### src/rtl/regfile_ctrl_pkg.sv
// Shared constants for the register-file write-back path: port widths,
// register count and the requester index assignment.
package regfile_ctrl_pkg;

  localparam int DATA_W  = 32;
  localparam int ADDR_W  = 5;
  localparam int NUM_REG = 32;
  localparam int NUM_REQ = 3;

  // Requester slots on the write-back arbiter.
  localparam int REQ_ALU  = 0;
  localparam int REQ_LOAD = 1;
  localparam int REQ_MUL  = 2;

endpackage

### src/rtl/regfile_wb_scheduler_rr_arbiter.sv
// Round-robin arbiter: combinational one-hot grant, searching from the slot
// after the last winner. The pointer advances only when update is strobed.
module rr_arbiter #(
  parameter int N = 3
) (
  input  logic         clk,
  input  logic         reset,
  input  logic [N-1:0] req,
  input  logic         update,
  output logic [N-1:0] grant
);

  localparam int PTR_W = (N > 1) ? $clog2(N) : 1;
  localparam int SUM_W = PTR_W + 1;

  logic [PTR_W-1:0] ptr_r;
  logic [PTR_W-1:0] nextPtr_s;
  logic [PTR_W-1:0] idx_s;
  logic [SUM_W-1:0] sum_s;
  logic [N-1:0]     grant_s;
  logic             found_s;

  // Scan requesters starting at the pointer; the first valid one wins.
  always_comb begin
    grant_s   = '0;
    nextPtr_s = ptr_r;
    found_s   = 1'b0;
    sum_s     = '0;
    idx_s     = '0;
    for (int k = 0; k < N; k++) begin
      sum_s = {1'b0, ptr_r} + SUM_W'(k);
      if (sum_s >= SUM_W'(N)) begin
        sum_s = sum_s - SUM_W'(N);
      end else begin
        sum_s = sum_s;
      end
      idx_s = sum_s[PTR_W-1:0];
      if (!found_s && req[idx_s]) begin
        grant_s[idx_s] = 1'b1;
        found_s        = 1'b1;
        if (idx_s == PTR_W'(N - 1)) begin
          nextPtr_s = '0;
        end else begin
          nextPtr_s = idx_s + PTR_W'(1);
        end
      end else begin
        found_s = found_s;
      end
    end
  end

  // Pointer register: highest-priority slot for the next cycle.
  always_ff @(posedge clk or posedge reset) begin
    if (reset) begin
      ptr_r <= '0;
    end else if (update) begin
      ptr_r <= nextPtr_s;
    end else begin
      ptr_r <= ptr_r;
    end
  end

  assign grant = grant_s;

endmodule

### src/rtl/regfile_wb_scheduler.sv
// Write-back scheduler for the 32x32 register file: arbitrates execution
// unit write-backs onto the single write port through one registered stage
// and keeps a per-register pending-write scoreboard for RAW/WAW stalls.
module regfile_wb_scheduler #(
  parameter int NUM_REQ = regfile_ctrl_pkg::NUM_REQ,
  parameter int DATA_W  = regfile_ctrl_pkg::DATA_W,
  parameter int ADDR_W  = regfile_ctrl_pkg::ADDR_W
) (
  input  logic                      clk,
  input  logic                      reset,
  input  logic [NUM_REQ-1:0]        req_valid,
  output logic [NUM_REQ-1:0]        req_ready,
  input  logic [NUM_REQ*ADDR_W-1:0] req_addr,
  input  logic [NUM_REQ*DATA_W-1:0] req_data,
  output logic                      rf_write,
  output logic [ADDR_W-1:0]         rf_wreg,
  output logic [DATA_W-1:0]         rf_wdata,
  input  logic                      issue_valid,
  input  logic [ADDR_W-1:0]         issue_addr,
  output logic                      issue_ready,
  input  logic [ADDR_W-1:0]         rd_addr1,
  input  logic [ADDR_W-1:0]         rd_addr2,
  output logic                      rd_busy1,
  output logic                      rd_busy2
);

  import regfile_ctrl_pkg::*;

  localparam int NUM_REGS = 1 << ADDR_W;

  logic [NUM_REQ-1:0]  grant_s;
  logic                anyGrant_s;
  logic [ADDR_W-1:0]   selAddr_s;
  logic [DATA_W-1:0]   selData_s;
  logic                issueFire_s;
  logic [NUM_REGS-1:0] busy_r;
  logic [NUM_REGS-1:0] busyNext_s;
  logic                rfWrite_r;
  logic [ADDR_W-1:0]   rfWreg_r;
  logic [DATA_W-1:0]   rfWdata_r;

  rr_arbiter #(.N(NUM_REQ)) u_arb (
    .clk    (clk),
    .reset  (reset),
    .req    (req_valid),
    .update (anyGrant_s),
    .grant  (grant_s)
  );

  // The write port never back-pressures, so every grant is a completed handshake.
  assign req_ready  = grant_s;
  assign anyGrant_s = |grant_s;

  // Route the granted requester's address and data to the output stage.
  always_comb begin
    selAddr_s = '0;
    selData_s = '0;
    for (int i = 0; i < NUM_REQ; i++) begin
      if (grant_s[i]) begin
        selAddr_s = req_addr[i*ADDR_W +: ADDR_W];
        selData_s = req_data[i*DATA_W +: DATA_W];
      end else begin
        selAddr_s = selAddr_s;
      end
    end
  end

  // Output stage: writes to r0 complete the handshake but are discarded.
  always_ff @(posedge clk or posedge reset) begin
    if (reset) begin
      rfWrite_r <= 1'b0;
      rfWreg_r  <= '0;
      rfWdata_r <= '0;
    end else if (anyGrant_s && (selAddr_s != '0)) begin
      rfWrite_r <= 1'b1;
      rfWreg_r  <= selAddr_s;
      rfWdata_r <= selData_s;
    end else begin
      rfWrite_r <= 1'b0;
      rfWreg_r  <= rfWreg_r;
      rfWdata_r <= rfWdata_r;
    end
  end

  assign rf_write = rfWrite_r;
  assign rf_wreg  = rfWreg_r;
  assign rf_wdata = rfWdata_r;

  // WAW check reads the registered busy bits only; a same-cycle clear does not bypass.
  assign issue_ready = (issue_addr == '0) || !busy_r[issue_addr];
  assign issueFire_s = issue_valid && issue_ready && (issue_addr != '0);
  assign rd_busy1    = busy_r[rd_addr1];
  assign rd_busy2    = busy_r[rd_addr2];

  // Next scoreboard: clear on the retiring write, then set on issue so set wins.
  always_comb begin
    busyNext_s = busy_r;
    if (rfWrite_r) begin
      busyNext_s[rfWreg_r] = 1'b0;
    end else begin
      busyNext_s = busyNext_s;
    end
    if (issueFire_s) begin
      busyNext_s[issue_addr] = 1'b1;
    end else begin
      busyNext_s = busyNext_s;
    end
    busyNext_s[0] = 1'b0;
  end

  // Scoreboard register; all pending entries drop on reset.
  always_ff @(posedge clk or posedge reset) begin
    if (reset) begin
      busy_r <= '0;
    end else begin
      busy_r <= busyNext_s;
    end
  end

endmodule
### config.mk
export PLATFORM = sky130hd
export DESIGN_NAME = regfile_wb_scheduler
export DESIGN_NICKNAME = d
export VERILOG_FILES = /design/src/rtl/regfile_ctrl_pkg.sv /design/src/rtl/regfile_wb_scheduler_rr_arbiter.sv /design/src/rtl/regfile_wb_scheduler.sv
export SDC_FILE = /design/constraint.sdc
export NUM_CORES = 1
export LEC_CHECK = 0
export ABC_AREA = 0
export CAP_MARGIN = 20
export CORE_ASPECT_RATIO = 1.5
export CORE_UTILIZATION = 41
export DETAILED_ROUTE_END_ITERATION = 12
export PLACE_DENSITY = 0.78
export SETUP_SLACK_MARGIN = 0.4
export SLEW_MARGIN = 25
export SYNTH_ARGS = -nofsm -noshare
export SYNTH_HDL_FRONTEND = slang
export SYNTH_SLANG_ARGS = --single-unit
### constraint.sdc
create_clock -name clk -period 2.7 [get_ports clk]
set_input_delay 0.405 -clock clk [delete_from_list [all_inputs] [get_ports clk]]
set_output_delay 0.405 -clock clk [all_outputs]
set_load 0.005 [all_outputs]
# Yosys cells after proc, flatten, opt, wreduce, memory -nomap -nowiden
# Index checks and enable logic that the tools add are counted.
# totals
latch_bits	0
memories	0
mem_bits_ro	0
wordCells	101
ff_bits	71
mem_bits_rw	0
# classes
magnitude_cmp	15
n_bitwise	5
n_mux	45
add_sub_neg	8
div_mod_pow	0
n_shift	0
multipliers	0
reduce_logical	20
eq_ne	3
# op_table
op	count
2-to-1 mux 32 bit	5
bitwise AND 32 bit	1
inverter 32 bit	1
OR 32 bit	1
< comparator 5 x 6 -> 1 bit (second input constant)	4
2-to-1 mux 2 bit	9
binary-select mux 1 bit (select 5 bit)	3
2-to-1 mux 5 bit	3
2-to-1 mux 1 bit	14
demux 1 bit (select 5 bit)	2
>= comparator 5 x 1 -> 1 bit (second input constant)	2
logical AND 1 bit	10
nonzero test 5 bit	2
< comparator 2 x 3 -> 1 bit (second input constant)	3
2-to-1 mux 3 bit	3
adder 2 x 1 -> 2 bit (second input constant)	3
binary-select mux 1 bit (select 2 bit)	3
demux 1 bit (select 2 bit)	3
equality test 2 bit (second input constant)	3
>= comparator 2 x 1 -> 1 bit (second input constant)	3
>= comparator 3 x 2 -> 1 bit (second input constant)	2
OR 3 bit	2
subtractor 2 bit (second input constant)	3
logical NOT 5 bit	1
8 further kinds	10

# Depth between registers and ports, before layout
# Gate-level depths: netlist of run 1.
# logic_depth
word_depth	17
ltp_mapped	15
depth_no_buf	11

# By module
# Synthesis of run 1 repeated with hierarchy kept, for this count alone.
# unflattened
cells_unflattened	501
area_unflattened_um2	4759.6
# modules_own_cells
module	seq_area_each_um2	instances	area_each_um2	cells_each
regfile_wb_scheduler	1726.7	1	4369.2	451
rr_arbiter	50.0	1	390.4	50

# Worst setup path after synthesis of run 1
# Ideal clock, no wire load.
# synth_timing
path_type	register to register
from	register u_arb.ptr_r[1]
to	register rfWdata_r[0], in the netlist rf_wdata[0]
path_buffers	4
stages_incl_launch_ff	16
period_less_slack_ns	2.747
arrival_time_ns	2.622
path_slack_ns	-0.047
required_time_ns	2.575
path_cell_list	dfrtp_1 -> inv_1 -> ha_1 -> buf_4 -> nand2b_4 -> o32a_1 -> a32o_1 -> inv_1 -> buf_4 -> nand2_1 -> o211ai_1 -> o21ai_0 -> nand4b_1 -> buf_6 -> buf_8 -> mux2_4
# synth_via
elab_chain_cells	16
word_cells_on_any_way	52
# synth_rtl
element	line	text
start: declaration	regfile_wb_scheduler_rr_arbiter.sv:16	logic [PTR_W-1:0] ptr_r;
start signal: assignment	regfile_wb_scheduler_rr_arbiter.sv:57	ptr_r <= nextPtr_s;
start signal: assignment	regfile_wb_scheduler_rr_arbiter.sv:59	ptr_r <= ptr_r;
adder 2 x 1 -> 3 bit (tied with other cells)	regfile_wb_scheduler_rr_arbiter.sv:31	sum_s = {1'b0, ptr_r} + SUM_W'(k);
>= comparator 3 x 2 -> 1 bit (tied with other cells)	regfile_wb_scheduler_rr_arbiter.sv:32	if (sum_s >= SUM_W'(N)) begin
2-to-1 mux 2 bit (tied with other cells)	regfile_wb_scheduler_rr_arbiter.sv:32	
< comparator 2 x 3 -> 1 bit (implied by the code) (tied with other cells)	regfile_wb_scheduler_rr_arbiter.sv:39	grant_s[idx_s] = 1'b1;
logical AND 1 bit (implied by the code) (tied with other cells)	regfile_wb_scheduler_rr_arbiter.sv:39	
2-to-1 mux 1 bit (implied by the code) (tied with other cells)	regfile_wb_scheduler_rr_arbiter.sv:39	
demux 1 bit (select 2 bit) (tied with other cells)	n/a	
OR 3 bit (no source line) or 2-to-1 mux 1 bit (tied branches)	n/a	
2-to-1 mux 3 bit or logical NOT 1 bit (tied branches)	regfile_wb_scheduler_rr_arbiter.sv:38	if (!found_s && req[idx_s]) begin
OR 3 bit (no source line) or logical AND 1 bit (tied branches)	n/a	
2-to-1 mux 3 bit (*)	regfile_wb_scheduler_rr_arbiter.sv:38	
2-to-1 mux 5 bit (3 in series)	regfile_wb_scheduler.sv:59	if (grant_s[i]) begin
nonzero test 5 bit	regfile_wb_scheduler.sv:74	end else if (anyGrant_s && (selAddr_s != '0)) begin
logical AND 1 bit	regfile_wb_scheduler.sv:74	
end signal: assignment	regfile_wb_scheduler.sv:77	rfWdata_r <= selData_s;
end signal: assignment	regfile_wb_scheduler.sv:81	rfWdata_r <= rfWdata_r;
end: declaration	regfile_wb_scheduler.sv:40	logic [DATA_W-1:0] rfWdata_r;
# Every way passes the cells marked *; elsewhere a longest branch is shown, timed or not. The select of a mux whose other input is x is not followed.
# A chain may end at the register's enable or synchronous reset.

# Worst setup path after layout of run 1
# layout_timing
from	register u_arb.ptr_r[1]
to	register rfWdata_r[29], in the netlist rf_wdata[29]
# Same word-level chain as after synthesis.

==> qor.yml, run 1 <==
min_path:
  hold_depth: 1
  hold_path.startpoint: "rf_wdata[11]$_DFFE_PP0P_"
  min_to: "rf_wdata[11]$_DFFE_PP0P_"
  min-delay-path-class: "flop to flop"
yosys:
  post_synth_instance_area_um2: 4705
  synth_cells: 509
  yosysMostFrequentCell: "dfrtp_1"
  synthesis.area_per_instance_um2: 9.243
  netlist_top_cells_area: "dfrtp_1, mux4_2, a21oi_1"
  synth.net_count: 645
  synth-warning-count: 0
  synthArstFlopShare: 1.000
  post-synth-top-area-cell: "dfrtp_1"
  portion_of_synthesized_cell_area_occupied_by_the_leading_cell_type: 0.3777
  ys_seq_elements: 71
  most_instantiated_flip_flop_cell_in_the_synthesis_netlist: "dfrtp_1"
  synth-seq-area-share: 0.3777
  netlist_top_cells_count: "dfrtp_1, nor2_1, a21oi_1"
  ys_types: 46
  synth-edff-count: 0
route:
  initialDrtViolationCount: 265
  route.final.wire_length_mm: 17.27
  drc_viols: 0
  num_vias: 5160
  detail_route.first_pass.iterations: 7
  ant_nets: 0
  post_drt_wl_per_cell_um: 19.06
  route.detailed.vias_per_inst: 5.695
timing:
  final_max_slew_viols: 0
  max_freq_mhz: 337.3
  timing.setup.tns_ns: -8.245
  tightest_slew_ns: 0.7909
  layout_min_cycle_time_ns: 2.965
  min_period_over_period: 1.098
  hold_viol: 0
  max-slew-margin-rel: 0.4720
  final.setup.worst_slack_ns: -0.2650
  setup_repair_after_global_routing_missed_its_margin: "yes"
  clock-skew-final_ns: 0.003594
  setup-violations-final: 39
  final.hold.worst_slack_ns: 0.5118
layout:
  multi_input_area_um2: 2993
  final_cell_area_excluding_filler_cells_um2: 8029
  area.growth.synth_to_final_pct: 70.66
  layout-drive-gt1-share: 0.3281
  n_fill_cell: 754
  nets: 890
  postLayoutCoreUtil: 0.7224
  footprint_of_the_flip_flops_and_latches_um2: 1778
  layout.cells.non_filler: 906
  diodes: 0
place:
  dp_cell_count: 853
  portBuffers: 175
  sum_of_net_half_perimeters_after_detailed_placement_mm: 12.30
  routabilityCongestion: 1.011
  placedInstanceArea_um2: 7000
power:
  share_comb_of_total_power: 0.710
  power_density_nw_per_um2: 1421
  switching_power_mw: 4.484
  p_sw_frac: 0.3930
  power.clock.fraction: 0.097
  ir_drop_v: 0.0009606
  power.internal_mw: 6.925
  p_seq_frac: 0.193
  cellLeakagePower_nw: 3.389
clocking:
  clk_pin_slew_ns: 0.05
  clockBufferDepth: 2
  clock_insertion_delay_worst_skew_ns: 0.33
  cts.sink_count: 71
  clk_root_buffer_cell: "clkbuf_16"
  tritoncts.num_buffers: 9
  tritoncts: "built"
  clock_tree.htree_level_count: 3
  hold_buffers: 0
grt:
  groute.layer.met1.usage: 0.3289
  via_count_of_the_first_global_routing_pass: 5283
  grt.overflow.total: 0
  antenna_found_initial: 0
  grt_start_max_net_pins: 42
  grt.met2_usage: 0.5204
  grt_busiest_layer: "met2"
  met3_usage: 0.07931
  grt_usage: 0.2989
  grt_pass1_wl_mm: 26.46
die:
  num_rows: 47
  die_area_um2: 11920
  fp.dieH_um: 133.2
  ioPinCount: 176
  core_area_um2: 11110
  initial_core_util: 0.4233
  chipWidth_um: 89.46
critical_path:
  cp-end-kind: "flop"
  critical_path.top_delay_family: "buffers and inverters"
  worstPathCellList: "inv_2 > ha_4 > nand2b_4 > buf_12 > mux2i_1 > a211oi_2 > buf_4 > or3_1 > a22oi_2 > nand4b_1 > buf_6 > buf_16 > mux2_4"
  critical_path.n_buffers_inverters: 5
  worst-r2r-cell-count: 13
  worst-endpoint-required_ns: 2.92
  timing.critical_path.slowest_cell_delay_ns: 0.44
  critical_path.reg2reg.startpoint: "u_arb.ptr_r[1]$_DFFE_PP0P_"
  cp_data_arrival_time_ns: 3.18
  worst_setup_path_start_kind: "flop"
  worst_r2r_endpoint: "rf_wdata[29]$_DFFE_PP0P_"
  reg2reg_slack_ns: -0.27
  timing.critical_path.depth: 13
  criticalPathCategory: "flop to flop"
  worst_path_max_delay_cell: "dfrtp_1"
  timing.critical_path.fanout_max: 8
status:
  result_of_the_run: "finished, violations left"
  violated_checks: "negative setup slack"
job:
  max_cap_viol_count: 0
power groups by stage:
stage | clock network (mW) | registers (mW) | logic, mW
5_1_grt | 1.16 | 2.26 | 8.69
6_report | 1.10 | 2.21 | 8.10
3_5_place_dp | 0 | 2.18 | 6.33
4_1_cts | 1.11 | 2.17 | 7.32
2_1_floorplan | 0 | 2.02 | 4.08
3_3_place_gp | 0 | 2.15 | 6.13
registers in the layout (all words and copies together), names as in the netlist:
register,cells
busy_r,31
rf_wreg,5
rf_wdata,32
u_arb.ptr_r,2
rf_write,1
stage by stage:
| step | power, mW | setup slack, ns |
|---|---|---|
| finish | 11.41 | -0.2650 |
| global route | 12.10 | -0.3475 |
| CTS | 10.60 | -0.1544 |
| detailed placement | 8.516 | -0.4624 |
| global placement | 8.271 | -0.4409 |
| floorplan | 6.099 | -0.001188 |
layout make-up:
cell class	count	share of cell area
Tap cell	147	0.02291
Clock inverter	3	0.002182
Sequential cell	71	0.2214
Clock buffer	13	0.03241
Multi-Input combinational cell	389	0.3728
Inverter	16	0.008103
Timing Repair Buffer	267	0.3402
placed cells by master, fill, tap and decap left out, types with 3 or more instances in the layout:
master,count
clkdlybuf4s50_1,160
dfrtp_1,70
nor2_1,68
a21oi_1,66
buf_4,55
nand2_1,49
o21ai_2,33
o21ai_0,33
buf_6,28
mux4_2,25
mux2_2,19
mux2_4,18
nand3_1,12
inv_1,10
clkbuf_16,10
buf_12,10
dlygate4sd2_1,6
o21ai_1,5
nand4_1,5
nand2b_1,4
o211ai_1,4
inv_2,4
or3_4,3
nand3b_1,3
repair_timing:
| action | in CTS | in global routing |
|---|---|---|
| resized for setup | 112 | 57 |
| cloned | 3 | 1 |
| setup endpoints to repair | 76 | 77 |
| setup buffers | 22 | 11 |
| pin swaps | 19 | 16 |
metal layers:
metal  up-vias  wire, µm
li1       2336         -
met1      2429      5887
met2       318      8973
met3        77      1489
met4         0       919
met5         -         0
cells by family after synthesis:
family          synth area share
simple gates              0.1548
fa+ha+maj                0.01064
buf+inv                  0.05000
flops                     0.3777
mux                       0.2266
compound gates            0.1803
how the worst max path moves through the flow:
stage | from | end | slack, ns
after floorplan | u_arb.ptr_r[1]$_DFFE_PP0P_ | rf_wdata[0]$_DFFE_PP0P_ | -0.001
after global placement | rd_addr2[0] | rd_busy2 | -0.44
after detailed placement | rd_addr1[0] | rd_busy1 | -0.46
after CTS | u_arb.ptr_r[0]$_DFFE_PP0P_ | rf_wdata[12]$_DFFE_PP0P_ | -0.15
after global routing | u_arb.ptr_r[0]$_DFFE_PP0P_ | rf_wdata[1]$_DFFE_PP0P_ | -0.35
final | u_arb.ptr_r[1]$_DFFE_PP0P_ | rf_wdata[29]$_DFFE_PP0P_ | -0.27
Power figures use the tool's default switching activity.
==> run 2: changes to the inputs <==
--- a/config.mk
+++ b/config.mk
@@ -7,12 +7,11 @@
 export LEC_CHECK = 0
 export ABC_AREA = 0
 export CAP_MARGIN = 20
-export CORE_ASPECT_RATIO = 1.5
 export CORE_UTILIZATION = 41
 export DETAILED_ROUTE_END_ITERATION = 12
 export PLACE_DENSITY = 0.78
 export SETUP_SLACK_MARGIN = 0.4
-export SLEW_MARGIN = 25
 export SYNTH_ARGS = -nofsm -noshare
 export SYNTH_HDL_FRONTEND = slang
+export SYNTH_HIERARCHICAL = 1
 export SYNTH_SLANG_ARGS = --single-unit
==> run 2 against run 1 <==
The flow still finishes with violations (negative setup slack). Synthesized cell count down 1.6%. Combinational power shrank 15%. Worst setup slack worse by 0.037 ns. Total power decreased by 11%. Non-clock buffer count is 9 lower. Die area rose by 1.1%.
==> qor.yml, run 2 <==
status:
  result_of_the_run: "finished, violations left"
  violated_checks: "negative setup slack"
power:
  ir_drop_v: 0.0007803
  power_density_nw_per_um2: 1305
  p_seq_frac: 0.205
  power.clock.fraction: 0.121
  p_sw_frac: 0.3950
  share_comb_of_total_power: 0.674
  power.internal_mw: 6.173
  switching_power_mw: 4.030
  cellLeakagePower_nw: 3.186
yosys:
  synth-edff-count: 0
  post_synth_and_or_nand_nor_area_fraction: 0.1427
  ys_seq_elements: 71
  synth.net_count: 637
  synthesis.area_per_instance_um2: 9.500
  post_synth_instance_area_um2: 4760
  synthArstFlopShare: 1.000
  synth-seq-area-share: 0.3733
  portion_of_synthesized_cell_area_occupied_by_the_leading_cell_type: 0.3733
  post-synth-top-area-cell: "dfrtp_1"
  yosysMostFrequentCell: "o21ai_0"
  synth-warning-count: 6
  synth_compound_gate_area_share: 0.2227
  most_instantiated_flip_flop_cell_in_the_synthesis_netlist: "dfrtp_1"
  netlist_top_cells_area: "dfrtp_1, o21ai_0, mux2_2"
  synthMuxAreaShare: 0.1993
  largest_family_of_logic_cells_by_synthesized_area: "compound AO/OA/AOI/OAI gates"
  ys_types: 53
  netlist_top_cells_count: "o21ai_0, dfrtp_1, nand2_1"
  synthAdderAreaFrac: 0.01052
  post_synth_xor_area_fraction: 0
  synth_cells: 501
job:
  max_cap_viol_count: 0
die:
  fp.dieH_um: 109.7
  num_rows: 38
  core_area_um2: 11080
  die_area_um2: 12040
  ioPinCount: 176
  initial_core_util: 0.4296
  chipWidth_um: 109.7
grt:
  grt_usage: 0.2930
  antenna_found_initial: 0
  grt.overflow.total: 0
  grt_pass1_wl_mm: 26.48
  grt_start_max_net_pins: 43
  via_count_of_the_first_global_routing_pass: 5217
clocking:
  clock_insertion_delay_worst_skew_ns: 0.33
  clock_tree.htree_level_count: 3
  cts.sink_count: 71
  hold_buffers: 0
  clk_pin_slew_ns: 0.05
  clk_root_buffer_cell: "clkbuf_16"
  tritoncts: "built"
  clockBufferDepth: 2
  tritoncts.num_buffers: 9
critical_path:
  worst-r2r-cell-count: 15
  worstPathCellList: "inv_2 > ha_4 > buf_4 > o21ai_2 > buf_6 > nor2_1 > a22oi_2 > o21ai_4 > buf_4 > nor2b_4 > a221o_1 > o21ai_2 > nand2_2 > buf_12 > mux2_1"
  reg2reg_slack_ns: -0.30
  timing.critical_path.slowest_cell_delay_ns: 0.39
  timing.critical_path.fanout_max: 26
  criticalPathCategory: "flop to flop"
  worst-endpoint-required_ns: 2.91
  worst_setup_path_start_kind: "flop"
  cp_data_arrival_time_ns: 3.21
  cp-end-kind: "flop"
  worst_path_max_delay_cell: "dfrtp_1"
route:
  ant_nets: 0
  post_drt_wl_per_cell_um: 19.78
  drc_viols: 0
  num_vias: 5144
  route.final.wire_length_mm: 17.38
  detail_route.first_pass.iterations: 5
  initialDrtViolationCount: 303
  route.detailed.vias_per_inst: 5.852
layout:
  number_of_flip_flops_in_the_largest_register: 32
  layout.cells.non_filler: 879
  layout-drive-gt1-share: 0.2666
  diodes: 0
  layout.cells.most_common_list: "clkdlybuf4s50_1, o21ai_0, dfrtp_1"
  area.growth.synth_to_final_pct: 64.33
  mostFrequentLayoutCell: "clkdlybuf4s50_1"
  nets: 870
  n_fill_cell: 812
timing:
  setup-violations-final: 40
  hold_viol: 0
  tightest_slew_ns: 0.7427
  clock-skew-final_ns: 0.006937
  layout_min_cycle_time_ns: 3.002
  final.hold.worst_slack_ns: 0.3226
  max-slew-margin-rel: 0.5042
  final_max_slew_viols: 0
  max_freq_mhz: 333.1
  min_period_over_period: 1.112
  final.setup.worst_slack_ns: -0.3020
  setup_repair_after_global_routing_missed_its_margin: "yes"
place:
  dp_cell_count: 835
  portBuffers: 175
  sum_of_net_half_perimeters_after_detailed_placement_mm: 12.46
  routabilityCongestion: 0.8933
min_path:
  min-delay-path-class: "input port to asynchronous set/reset pin"
==> run 2: cell types whose count changed in the layout (fill, tap and decap cells not counted), sizes merged, moves of 15 or more <==
cell	previous run	this run
nor2	69	5
a21oi	67	20
o21ai	71	106
a22oi	1	32
mux2i	3	19
mux4	25	10
==> run 2: path summary, 6_finish.rpt <==
path                                            start                         end
setup / recovery           u_arb/ptr_r[0]$_DFFE_PP0P_    rf_wdata[20]$_DFFE_PP0P_
hold reg to reg              rf_wdata[18]$_DFFE_PP0P_    rf_wdata[18]$_DFFE_PP0P_
hold / removal                                  reset  u_arb/ptr_r[0]$_DFFE_PP0P_
setup reg to reg           u_arb/ptr_r[0]$_DFFE_PP0P_    rf_wdata[20]$_DFFE_PP0P_
max in group asynchronous                       reset        busy_r[14]$_DFF_PP0_
min in group clk             rf_wdata[18]$_DFFE_PP0P_    rf_wdata[18]$_DFFE_PP0P_
==> run 2: timing repair <==
| item | in CTS | in global routing |
|---|---|---|
| resized for setup | 67 | 25 |
| cloned | 3 | 2 |
| endpoints found under the setup margin | 48 | 46 |
| pin swaps | 9 | 9 |
| setup buffers | 16 | 7 |
==> run 2: power by group through the flow <==
stage	clock, mW	sequential, mW	combinational, mW
after detailed placement	0	2.09	5.73
after global placement	0	2.06	5.49
final	1.23	2.09	6.88
after global routing	1.30	2.15	7.39
after CTS	1.24	2.08	6.48
after floorplan	0	1.93	3.74
==> run 2: per-stage QoR <==
step / setup slack [ns] / area [µm²] / power, mW / setup TNS [ns] / utilization
after global routing: -0.3966 / 7821 / 10.84 / -12.76 / 0.7060
after detailed placement: -0.7985 / 7020 / 7.821 / -21.32 / 0.6337
final: -0.3020 / 7821 / 10.20 / -9.216 / 0.7060
after floorplan: -0.1924 / 4821 / 5.675 / -4.059 / -
after CTS: -0.2630 / 7670 / 9.804 / -7.684 / 0.6923
after global placement: -0.7616 / 7020 / 7.552 / -14.96 / 0.6337
==> run 2: layout make-up <==
class / count / area (µm²) / share of cell area
Clock inverter: 4 / 70.07 / 0.008959
Tap cell: 140 / 175.2 / 0.02240
Inverter: 13 / 48.80 / 0.006239
Clock buffer: 12 / 236.5 / 0.03024
Sequential cell: 71 / 1779 / 0.2275
Multi-Input combinational cell: 381 / 2967 / 0.3793
Timing Repair Buffer: 258 / 2545 / 0.3254
==> run 2: per-layer routing <==
metal | share of wire | wire length [µm] | vias up | track usage
li1 | - | - | 2346 | -
met1 | 0.39 | 6847 | 2507 | 0.3502
met2 | 0.51 | 8934 | 251 | 0.5216
met3 | 0.065 | 1133 | 40 | 0.05276
met4 | 0.027 | 469 | 0 | 0.1124
met5 | 0 | 0 | - | 0
==> run 2: logic make-up after synthesis <==
kind of cell               after synthesis
and+or+nand+nor                        126
adders and majority gates                4
DFF                                     71
AOI/OAI and AO/OA                      179
muxes                                   72
buffers and inverters                   49
==> run 2: critical path, delay by kind of cell, from the launching register on <==
kind / cells / cell delay, ns
AND/OR/NAND/NOR: 3 / 0.28
multiplexers: 1 / 0.32
AO/OA/AOI/OAI: 5 / 0.89
adder cells (fa/ha/maj): 1 / 0.26
buffers and inverters: 5 / 0.73
flip-flops: 1 / 0.39
